### config.mk
export PLATFORM = sky130hd
export DESIGN_NAME = mem_arbiter
export DESIGN_NICKNAME = d
export VERILOG_FILES = /design/src/rtl/mem_arbiter.sv
export SDC_FILE = /design/constraint.sdc
export NUM_CORES = 1
export LEC_CHECK = 0
export ABC_CLOCK_PERIOD_IN_PS = 2200
export BUFFER_PORTS_ARGS = -buffer_cell sky130_fd_sc_hd__clkbuf_2
export CORE_MARGIN = 3
export CORE_UTILIZATION = 48
export CTS_BUF_LIST = sky130_fd_sc_hd__clkbuf_8
export DETAILED_ROUTE_END_ITERATION = 10
export PLACE_DENSITY_LB_ADDON = 0.05
export SLEW_MARGIN = 40
export SYNTH_ARGS = -nofsm -noshare
export SYNTH_HDL_FRONTEND = slang
export SYNTH_SLANG_ARGS = --single-unit
### constraint.sdc
create_clock -name clk -period 2.2 [get_ports clk]
set_clock_uncertainty 0.05 [all_clocks]
set_input_delay 0.44 -clock clk [delete_from_list [all_inputs] [get_ports clk]]
set_output_delay 0.44 -clock clk [all_outputs]
set_load 0.005 [all_outputs]
### src/rtl/mem_arbiter.sv
// -----------------------------------------------------------------------------
// mem_arbiter
//
// Shares the single-port unified instruction/data memory of the multi-cycle
// MIPS between the core memory interface and a program/debug loader port.
// Each access walks IDLE -> ACCESS -> RESP, so one access completes every
// three cycles. The ack pulse doubles as the core controller's memory-wait
// release.
//
// Build option:
//   ARB_RR_EN  defined   : round-robin on ties (the port that did not own the
//                          last completed access wins)
//              undefined : fixed priority, core wins every tie
//
// Ports:
//   clk, rst                  clock, synchronous active-high reset
//   c_req/c_we/c_addr/c_wdata core request, held stable until c_ack
//   c_rdata, c_ack            core read data (bypassed during ack), 1-cycle ack
//   l_req/l_we/l_addr/l_wdata loader request, held stable until l_ack
//   l_rdata, l_ack            loader read data (bypassed during ack), 1-cycle ack
//   m_en/m_we/m_addr/m_wdata  registered controls to the synchronous memory
//   m_rdata                   memory read data, valid one cycle after m_en
//   gnt                       owner: 01 core, 10 loader, 00 none
//   busy                      high while in ACCESS or RESP
// -----------------------------------------------------------------------------
module mem_arbiter #(
   parameter int ADDR_W = 32,
   parameter int DATA_W = 32
) (
   input  logic              clk,
   input  logic              rst,
   input  logic              c_req,
   input  logic              c_we,
   input  logic [ADDR_W-1:0] c_addr,
   input  logic [DATA_W-1:0] c_wdata,
   output logic [DATA_W-1:0] c_rdata,
   output logic              c_ack,
   input  logic              l_req,
   input  logic              l_we,
   input  logic [ADDR_W-1:0] l_addr,
   input  logic [DATA_W-1:0] l_wdata,
   output logic [DATA_W-1:0] l_rdata,
   output logic              l_ack,
   output logic              m_en,
   output logic              m_we,
   output logic [ADDR_W-1:0] m_addr,
   output logic [DATA_W-1:0] m_wdata,
   input  logic [DATA_W-1:0] m_rdata,
   output logic [1:0]        gnt,
   output logic              busy
);

   localparam logic [1:0] IDLE   = 2'd0;
   localparam logic [1:0] ACCESS = 2'd1;
   localparam logic [1:0] RESP   = 2'd2;

   logic [1:0]        state;
   logic              op_we;       // direction of the access in flight
   logic [DATA_W-1:0] c_rdata_q;
   logic [DATA_W-1:0] l_rdata_q;
   logic              pick_loader; // IDLE-cycle winner: 1 loader, 0 core

`ifdef ARB_RR_EN
   logic last_loader;             // owner of the last completed access

   // NOTE: every signal assigned in always_comb gets a default first so no
   // path leaves it unassigned and no latch is inferred.
   always_comb begin
      pick_loader = l_req;
      if (c_req && l_req)
         pick_loader = !last_loader;
   end
`else
   always_comb begin
      pick_loader = l_req && !c_req;
   end
`endif

   // NOTE: all state is updated with non-blocking assignments so every
   // register samples pre-edge values, independent of statement order.
   always_ff @(posedge clk) begin
      // NOTE: reset is synchronous; a write presented in ACCESS still reaches
      // the memory at the same edge, only the arbiter's own state is cleared.
      if (rst) begin
         state     <= IDLE;
         op_we     <= 1'b0;
         m_en      <= 1'b0;
         m_we      <= 1'b0;
         m_addr    <= '0;
         m_wdata   <= '0;
         gnt       <= 2'b00;
         busy      <= 1'b0;
         c_ack     <= 1'b0;
         l_ack     <= 1'b0;
         c_rdata_q <= '0;
         l_rdata_q <= '0;
`ifdef ARB_RR_EN
         last_loader <= 1'b1;
`endif
      end else begin
         case (state)
            IDLE: begin
               if (c_req || l_req) begin
                  state <= ACCESS;
                  m_en  <= 1'b1;
                  busy  <= 1'b1;
                  if (pick_loader) begin
                     gnt     <= 2'b10;
                     m_we    <= l_we;
                     op_we   <= l_we;
                     m_addr  <= l_addr;
                     m_wdata <= l_wdata;
                  end else begin
                     gnt     <= 2'b01;
                     m_we    <= c_we;
                     op_we   <= c_we;
                     m_addr  <= c_addr;
                     m_wdata <= c_wdata;
                  end
               end
            end

            ACCESS: begin
               // Memory sees m_en for exactly this one cycle; the ack is
               // raised so it lines up with the read data of the next cycle.
               state <= RESP;
               m_en  <= 1'b0;
               m_we  <= 1'b0;
               c_ack <= gnt[0];
               l_ack <= gnt[1];
            end

            RESP: begin
               state <= IDLE;
               c_ack <= 1'b0;
               l_ack <= 1'b0;
               gnt   <= 2'b00;
               busy  <= 1'b0;
               if (!op_we) begin
                  if (gnt[0]) c_rdata_q <= m_rdata;
                  if (gnt[1]) l_rdata_q <= m_rdata;
               end
`ifdef ARB_RR_EN
               last_loader <= gnt[1];
`endif
            end

            default: begin
               state <= IDLE;
               m_en  <= 1'b0;
               m_we  <= 1'b0;
               gnt   <= 2'b00;
               busy  <= 1'b0;
               c_ack <= 1'b0;
               l_ack <= 1'b0;
            end
         endcase
      end
   end

   // Memory read data arrives in the ack cycle; forward it straight through
   // so the requester can use it then, and hold the captured copy afterwards.
   assign c_rdata = (c_ack && !op_we) ? m_rdata : c_rdata_q;
   assign l_rdata = (l_ack && !op_we) ? m_rdata : l_rdata_q;

endmodule

## Yosys cells after proc, flatten, opt, wreduce, memory -nomap -nowiden

Cells that the tools add are included.

| word-level totals | value |
|---|---|
| logic and storage cells | 47 |
| output and inout bits | 135 |
| register bits after elaboration | 138 |
| bits of input ports | 166 |

| operators by class | value |
|---|---|
| reductions and logical operators | 12 |
| multiplexer cells | 17 |
| eq/ne operators | 3 |
| bitwise logic cells | 3 |

Operator list:

| operator | count |
|---|---|
| two-way mux 32 bit | 4 |
| one-hot mux 1 bit (2 select lines) | 5 |
| one-hot mux 2 bit (2 select lines) | 2 |
| two-way mux 2 bit | 3 |
| AND reduction 2 bit | 3 |
| AND reduction 3 bit | 2 |
| logical AND 1 bit | 3 |
| two-way mux 1 bit | 3 |
| NOT 1 bit | 3 |
| equality test 2 x 1 -> 1 bit, second input constant | 1 |
| equality test 2 bit, second input constant | 1 |
| zero test 1 bit | 2 |
| zero test 2 bit | 1 |
| != test 2 bit, second input constant | 1 |
| logical OR 1 bit | 1 |

## Logic depth before layout (Yosys ltp)

Gate-level depths: netlist of run 1.

| logic depth | value |
|---|---|
| word-level depth | 5 |
| mapped depth | 6 |
| depth with buffers taken out | 3 |

## Least setup slack after synthesis of run 1

Ideal clock, no wire load.

| path | value |
|---|---|
| kind | register to output |
| from | register l_ack |
| to | output l_rdata[10] |
| cell stages (with the launch flop) | 5 |
| arrival time | 1.209 ns |
| required time | 1.710 ns |
| path slack | 0.501 ns |
| path buffers | 2 |
| cells stage by stage | dfxtp_1 -> nor2b_1 -> clkbuf_1 -> buf_2 -> mux2_2 |

| between the ends | value |
|---|---|
| longest elaborated chain between the ends | 2 |

Ends and longest elaborated chain:

| element | RTL line | RTL |
|---|---|---|
| start, declared | 43 | `output logic l_ack,` |
| start signal, assigned | 130 | `l_ack <= gnt[1];` |
| logical AND 1 bit | 164 | `assign l_rdata = (l_ack && !op_we) ? m_rdata : l_rdata_q;` |
| two-way mux 32 bit | 164 |  |
| end, declared | 42 | `output logic [DATA_W-1:0] l_rdata,` |

No other way between the ends.

## Worst setup path after layout of run 1

| path | value |
|---|---|
| from | register op_we |
| to | output l_rdata[9] |

| between the ends | value |
|---|---|
| longest elaborated chain between the ends | 3 |

Ends and longest elaborated chain:

| element | RTL line | RTL |
|---|---|---|
| start, declared | 58 | `logic op_we;` |
| start signal, assigned | 110 | `op_we <= l_we;` |
| start signal, assigned | 116 | `op_we <= c_we;` |
| zero test 1 bit | 164 |  |
| logical AND 1 bit | 164 |  |
| two-way mux 32 bit | 164 |  |

No other way between the ends.

==> run metrics, run 1 <==
status complete, no violations; dpl ws 0.463 ns; crit path kind flip-flop to output port; Post-synth EDFFs 0; Die Y about 120 µm; # IOs 301; CP required around 1.7 ns; largest family of logic cells by synthesized area compound AO/OA/AOI/OAI gates; Slew Limit Fails 0; syn_area_per_cell about 8.4 µm²; most frequent cells in the layout clkbuf_2 (297), nand2_1 (243), dfxtp_1 (136); hold buffers post-CTS 0; largest net degree at the start of global routing 77; synth warn 0; register area share after synthesis a little over two fifths; Final min period approximately 2.2 ns; hold violation count in the final report 0; CTS tree done; TNS Setup 0 ns; Clock transition at path regs about 0.07 ns; most common cell after layout, fill and taps aside clkbuf_2; Vias/cell 5.06; vias about 6,100; Setup violations, final 0; setup ws final around 0.029 ns; leakage ~0.004 µW; cell at the root of the clock tree clkbuf_8; Remaining DRCs 0; worst reg2reg path startpoint op_we$_SDFFE_PP0P_; cell depth of the worst flop-to-flop path 5; worst hold path endpoint l_rdata_q[19]$_SDFFE_PP0P_; flop-to-flop setup slack 0.62 ns; placeable core area ~13,000 µm²; H-tree levels 4; Period Utilization, post-route a little under 100%; footprint of the multi-input gates ~3200 µm²; GRT overflow 0; Arr. time, crit path 1.68 ns; synthesis-stage register bit count 138; worst reg2reg path endpoint l_rdata_q[13]$_SDFFE_PP0P_; Synth area leaders dfxtp_1 (44%), nand2_1 (14%), mux2_2 (11%); cell taking the most area after synthesis dfxtp_1; async set-reset flop share out of synthesis 0%; mux cell area share after synthesis 13.0%; PD cells around 620 nW/µm²; Compound-Gate Fraction of Synth Area approximately a fifth; routed len/inst 15.4 µm; Ant. Diodes 0; initial core utilization about half; Setup crit start kind flip-flop; Synth Area in Adders 0%; RSZ-0062 raised after global routing true; first drt pass iteration count 7; Synth Flop Type dfxtp_1; initial antenna violation count 0; Skew-Pair Late Insertion Delay between 0.4 and 0.5 ns; routability cong. around 0.77; Die Wd ~120 µm; first-pass GRT wire length slightly below 30,000 µm; clk sinks roughly 140; Util after Layout ~66%; Worst Hold Class input pin to flip-flop; worst-margin pin slew approximately 0.5 ns; P&R area growth vs syn 32.5%; FP Rows 41; cell count after synthesis 751; Worst setup EP type output port; full die area 14,600 µm²; critical-path cell list nor2b_4, buf_6, clkbuf_16, mux2_2, clkbuf_2; Worst path max stage delay 0.36 ns; Post-Synth XOR/XNOR Area 0%; DP Wirelength 12,800 µm; # fillers roughly 1,100; syn nets about 920; slowest CP cell dfxtp_4; vias in the first global route 5,712; Max FO, Critical Path 8; register area ~2800 µm²; worst rel slew slack roughly 67%; Simple-Gate Fraction of Synth Area ~17%; Worst VDD drop roughly 0.43 mV; Post-Syn Area between 6000 and 7000 µm²; fin nets around 1,200; min-delay src m_rdata[19]; fraction of layout cells with a size suffix above 1 40.3%; Hold WS roughly 0.21 ns; total CTS buffers 17; I/O Buffers 300; Final ANT Viol Nets 0; DRT iter0 DRCs 460; Clock Tree Buf Depth 2; hold depth 3; Max-cap violations 0; total track usage about a quarter; Max Fclk approximately 0.46 GHz; post-synth cell types 29; area share of the largest cell type after synthesis 43.7%; drt total wl 18,600 µm
## flip-flops by register name, summed over array words and instances, names as in the netlist
| name | flops |
|---|---|
| c_ack | 1 |
| gnt | 2 |
| m_addr | 32 |
| c_rdata_q | 32 |
| l_ack | 1 |
| m_wdata | 32 |
| l_rdata_q | 32 |
| state | 2 |
| busy | 1 |
| m_we | 1 |
| m_en | 1 |
| op_we | 1 |
## cell usage after synthesis (all sizes together), types with 2 or more instances
library cell / number
o21ai: 57
a22o: 57
clkbuf: 24
nor2: 9
o21ba: 2
nand2b: 3
a211oi: 8
dfxtp: 138
nor3: 2
mux2i: 10
nor4bb: 2
a21oi: 76
mux2: 64
nand2: 243
buf: 45
nor2b: 2
inv: 4
nand4bb: 2
## where the power goes
| part | internal (µW) | switching (µW) | total [µW] | leakage [µW] |
|---|---|---|---|---|
| Clock | 753 | 886 | 1640 | 0.000185 |
| Sequential | 2630 | 79.2 | 2710 | 0.00113 |
| Combinational | 431 | 437 | 869 | 0.00270 |
## worst max path at each step
| stage | startpoint | end | slack, ns | cells past startpoint |
|---|---|---|---|---|
| after global routing | op_we$_SDFFE_PP0P_ | l_rdata[9] | -0.03 | 5 |
| after CTS | op_we$_SDFFE_PP0P_ | l_rdata[20] | -0.03 | 5 |
| after floorplan | l_ack$_SDFFE_PP0P_ | l_rdata[10] | 0.50 | 4 |
| after global placement | l_ack$_SDFFE_PP0P_ | l_rdata[22] | 0.48 | 4 |
| after detailed placement | l_ack$_SDFFE_PP0P_ | l_rdata[8] | 0.46 | 4 |
| final | op_we$_SDFFE_PP0P_ | l_rdata[9] | 0.03 | 5 |
## metrics by stage
| step | cell area, µm² | instances | total power [µW] |
|---|---|---|---|
| floorplan | 6320 | 751 | 3200 |
| global placement | 7870 | 1171 | 3610 |
| detailed placement | 7870 | 1171 | 3620 |
| CTS | 8260 | 1204 | 5250 |
| global route | 8380 | 1208 | 5460 |
| finish | 8380 | 1208 | 5220 |
## final cells by class
cell class / count / share of cell area (%)
clock inverters: 12 / 0.612
well taps: 172 / 2.57
multi-input cells: 540 / 38.6
inverters: 4 / 0.179
clock buffers: 18 / 2.96
flip-flops and latches: 138 / 33.0
repair buffers: 324 / 22.0
## per-layer routing
metal | part of all wire, % | GRT usage, %
met5 | 0 | 0
met2 | 49 | 40.9
met3 | 7.9 | 7.53
met1 | 42 | 30.8
met4 | 1.6 | 7.93
## repair_timing
item                                   CTS  global route
gates resized for setup                  7            19
cloned                                   2             2
setup endpoints to repair               63            32
setup buffers                            1             2
endpoints found under the hold margin    0             0
## critical path: cells and delay by family (launching register included)
| kind | cells | cell delay, ns |
|---|---|---|
| buffers and inverters | 3 | 0.40 |
| AND/OR/NAND/NOR | 1 | 0.14 |
| flip-flops | 1 | 0.36 |
| multiplexers | 1 | 0.34 |
## kinds of logic after synthesis
kind of cell           count (synthesis)
AND/OR/NAND/NOR                      264
AO/OA/AOI/OAI                        202
flip-flops                           138
multiplexers                          74
buffers and inverters                 73
Power figures use the tool's default switching activity.
==> run 2, diff against run 1 <==
==> constraint.sdc (replaced) <==
create_clock -name clk -period 2.2 [get_ports clk]
set_clock_uncertainty 0.05 [all_clocks]
set_input_delay 0.11 -clock clk [delete_from_list [all_inputs] [get_ports clk]]
set_output_delay 0.11 -clock clk [all_outputs]
set_load 0.005 [all_outputs]
==> run 2 against run 1 <==
Effect of this change:
- global-route usage is 3.0 points higher
- clock power is 17% higher
- setup slack better by 0.19 ns
- combinational power is 21% higher
- wire length is 8.5% higher
- cell count is 9.9% higher
- via count is 9.0% higher
- sequential power hardly changed
- design area is 13% higher
- sequential share of layout area is 3.8 points lower
- largest power group unchanged
==> run metrics, run 2 (synthesis results as in run 1) <==
routed length on met3 1400 µm (-4.2%); Max FO, Critical Path 25 (+17); status complete, no violations; Arr. time, crit path 1.82 ns (+0.14 ns); Period Utilization, post-route 90.0% (-8.6 points); initial core utilization 49.5% (unchanged); crit path kind flip-flop to output port; H-tree levels 4 (unchanged); routability cong. 0.806 (+5.4%); worst-margin pin slew 0.835 ns (+0.334 ns); largest net degree at the start of global routing 110 (+43%); Worst path max stage delay 0.42 ns (+0.06 ns); most frequent cells in the layout clkbuf_2 (299), nand2_1 (243), dfxtp_1 (137); routed len/inst 15.2 µm (-1.3%); Vias/cell 5.01 (-0.89%); GRT overflow 0 (unchanged); FP Rows 41 (unchanged); Final min period 1.98 ns (-0.190 ns); register area 2760 µm² (-0.14%); drt total wl 20,200 µm (+8.5%); PD cells 600 nW/µm² (-3.6%); fraction of layout cells with a size suffix above 1 36.1% (-4.2 points); # IOs 301 (unchanged); P&R area growth vs syn 49.7%; footprint of the multi-input gates 3180 µm² (-1.7%); Setup violations, final 0 (unchanged); initial antenna violation count 0 (unchanged); vias in the first global route 6,569 (+15%); slowest CP cell dfxtp_2; CTS tree done; TNS Setup 0 ns (unchanged); DRT iter0 DRCs 456 (-0.87%); cell at the root of the clock tree clkbuf_8; Die Wd 121 µm (unchanged); fin nets 1,309 (+9.9%); Max Fclk 0.505 GHz (+9.6%); CP required 2.04 ns (+0.33 ns); RSZ-0062 raised after global routing false; full die area 14,600 µm² (unchanged); clk sinks 138 (unchanged); Overall Power 5680 µW (+8.8%); critical-path cell list nand2b_1, buf_6, mux2_2, clkbuf_2; Max-cap violations 0 (unchanged); Skew-Pair Late Insertion Delay 0.44 ns (about the same); I/O Buffers 300 (unchanged); vias 6,655 (+9.0%); Setup crit start kind flip-flop; Die Y 121 µm (unchanged); Clock Tree Buf Depth 2 (unchanged); total track usage 27.7% (+3.0 points); Clock transition at path regs 0.07 ns (about the same); Worst VDD drop 0.389 mV (-8.9%); met1 wire length 8410 µm (+7.8%); Ant. Diodes 0 (unchanged); first-pass GRT wire length 32,500 µm (+13%); # fillers 970 (-14%); total CTS buffers 17 (unchanged); top sig layer met4; Slew Limit Fails 0 (unchanged); hold violation count in the final report 0 (unchanged); DP Wirelength 12,700 µm (-0.57%); Design Area, Final 9460 µm² (+13%); first drt pass iteration count 5 (-2); worst rel slew slack 44.3% (-22 points); leakage 0.00448 µW (+12%); Worst setup EP type output port; Remaining DRCs 0 (unchanged); placed inst area 7840 µm² (-0.48%); wire length on met2 9900 µm (+9.4%); Worst Hold Class input pin to flip-flop; Final ANT Viol Nets 0 (unchanged); most common cell after layout, fill and taps aside clkbuf_2; placeable core area 12,800 µm² (unchanged)
==> run 2: layout make-up <==
cell class	instances	area share (%)
clock buffer	21	3.05
clock inverter	11	0.820
inverter	4	0.159
multi-input combinational	540	33.6
sequential	138	29.2
tap	172	2.27
timing repair buffer	442	30.9
==> run 2: worst paths after layout <==
kind | startpoint | cells after the start | endpoint | slack, ns
setup / recovery | op_we$_SDFFE_PP0P_ | 4 | c_rdata[17] | 0.22
hold / removal | l_addr[20] | 4 | m_addr[20]$_SDFFE_PP0P_ | 0.03
setup reg to reg | state[1]$_SDFFE_PP0P_ | 4 | m_wdata[28]$_SDFFE_PP0P_ | 0.35
hold reg to reg | c_rdata_q[28]$_SDFFE_PP0P_ | 2 | c_rdata_q[28]$_SDFFE_PP0P_ | 0.40
==> run 2: worst max-delay path: cells and delay by family, from the launching register on <==
| family | cells | cell delay, ns |
|---|---|---|
| flip-flops | 1 | 0.42 |
| buffers and inverters | 2 | 0.39 |
| AND/OR/NAND/NOR | 1 | 0.19 |
| multiplexers | 1 | 0.38 |
==> run 2: power by group <==
part           internal (µW)  switching, µW  total [µW]
clock                    989            929        1920
combinational            563            486        1050
sequential              2630           80.4        2710
total                   4180           1500        5680
==> run 2: through the flow <==
stage / hold WS [ns] / instances / util, % / setup WS [ns]
finish: 0.0267 / 1328 / 74.1 / 0.219
global route: 0.0149 / 1328 / 74.1 / 0.0858
CTS: 0.000479 / 1328 / 74.0 / 0.0122
detailed placement: 0.330 / 1171 / 61.3 / 0.364
global placement: 0.324 / 1171 / 61.3 / 0.377
floorplan: 0.150 / 751 / - / 0.831
==> run 2: metal layers <==
metal | GRT usage, % | vias to the layer above
li1 | - | 3349
met3 | 8.23 | 36
met4 | 9.92 | 0
met1 | 33.5 | 3015
met2 | 46.8 | 255
met5 | 0 | -
==> run 2: what timing repair did <==
action | CTS | global route
setup endpoints to repair | 0 | 25
hold buffers | 125 | 0
hold endpoints to repair | 128 | 0
resized for setup | 0 | 2
buffers inserted | 0 | 0
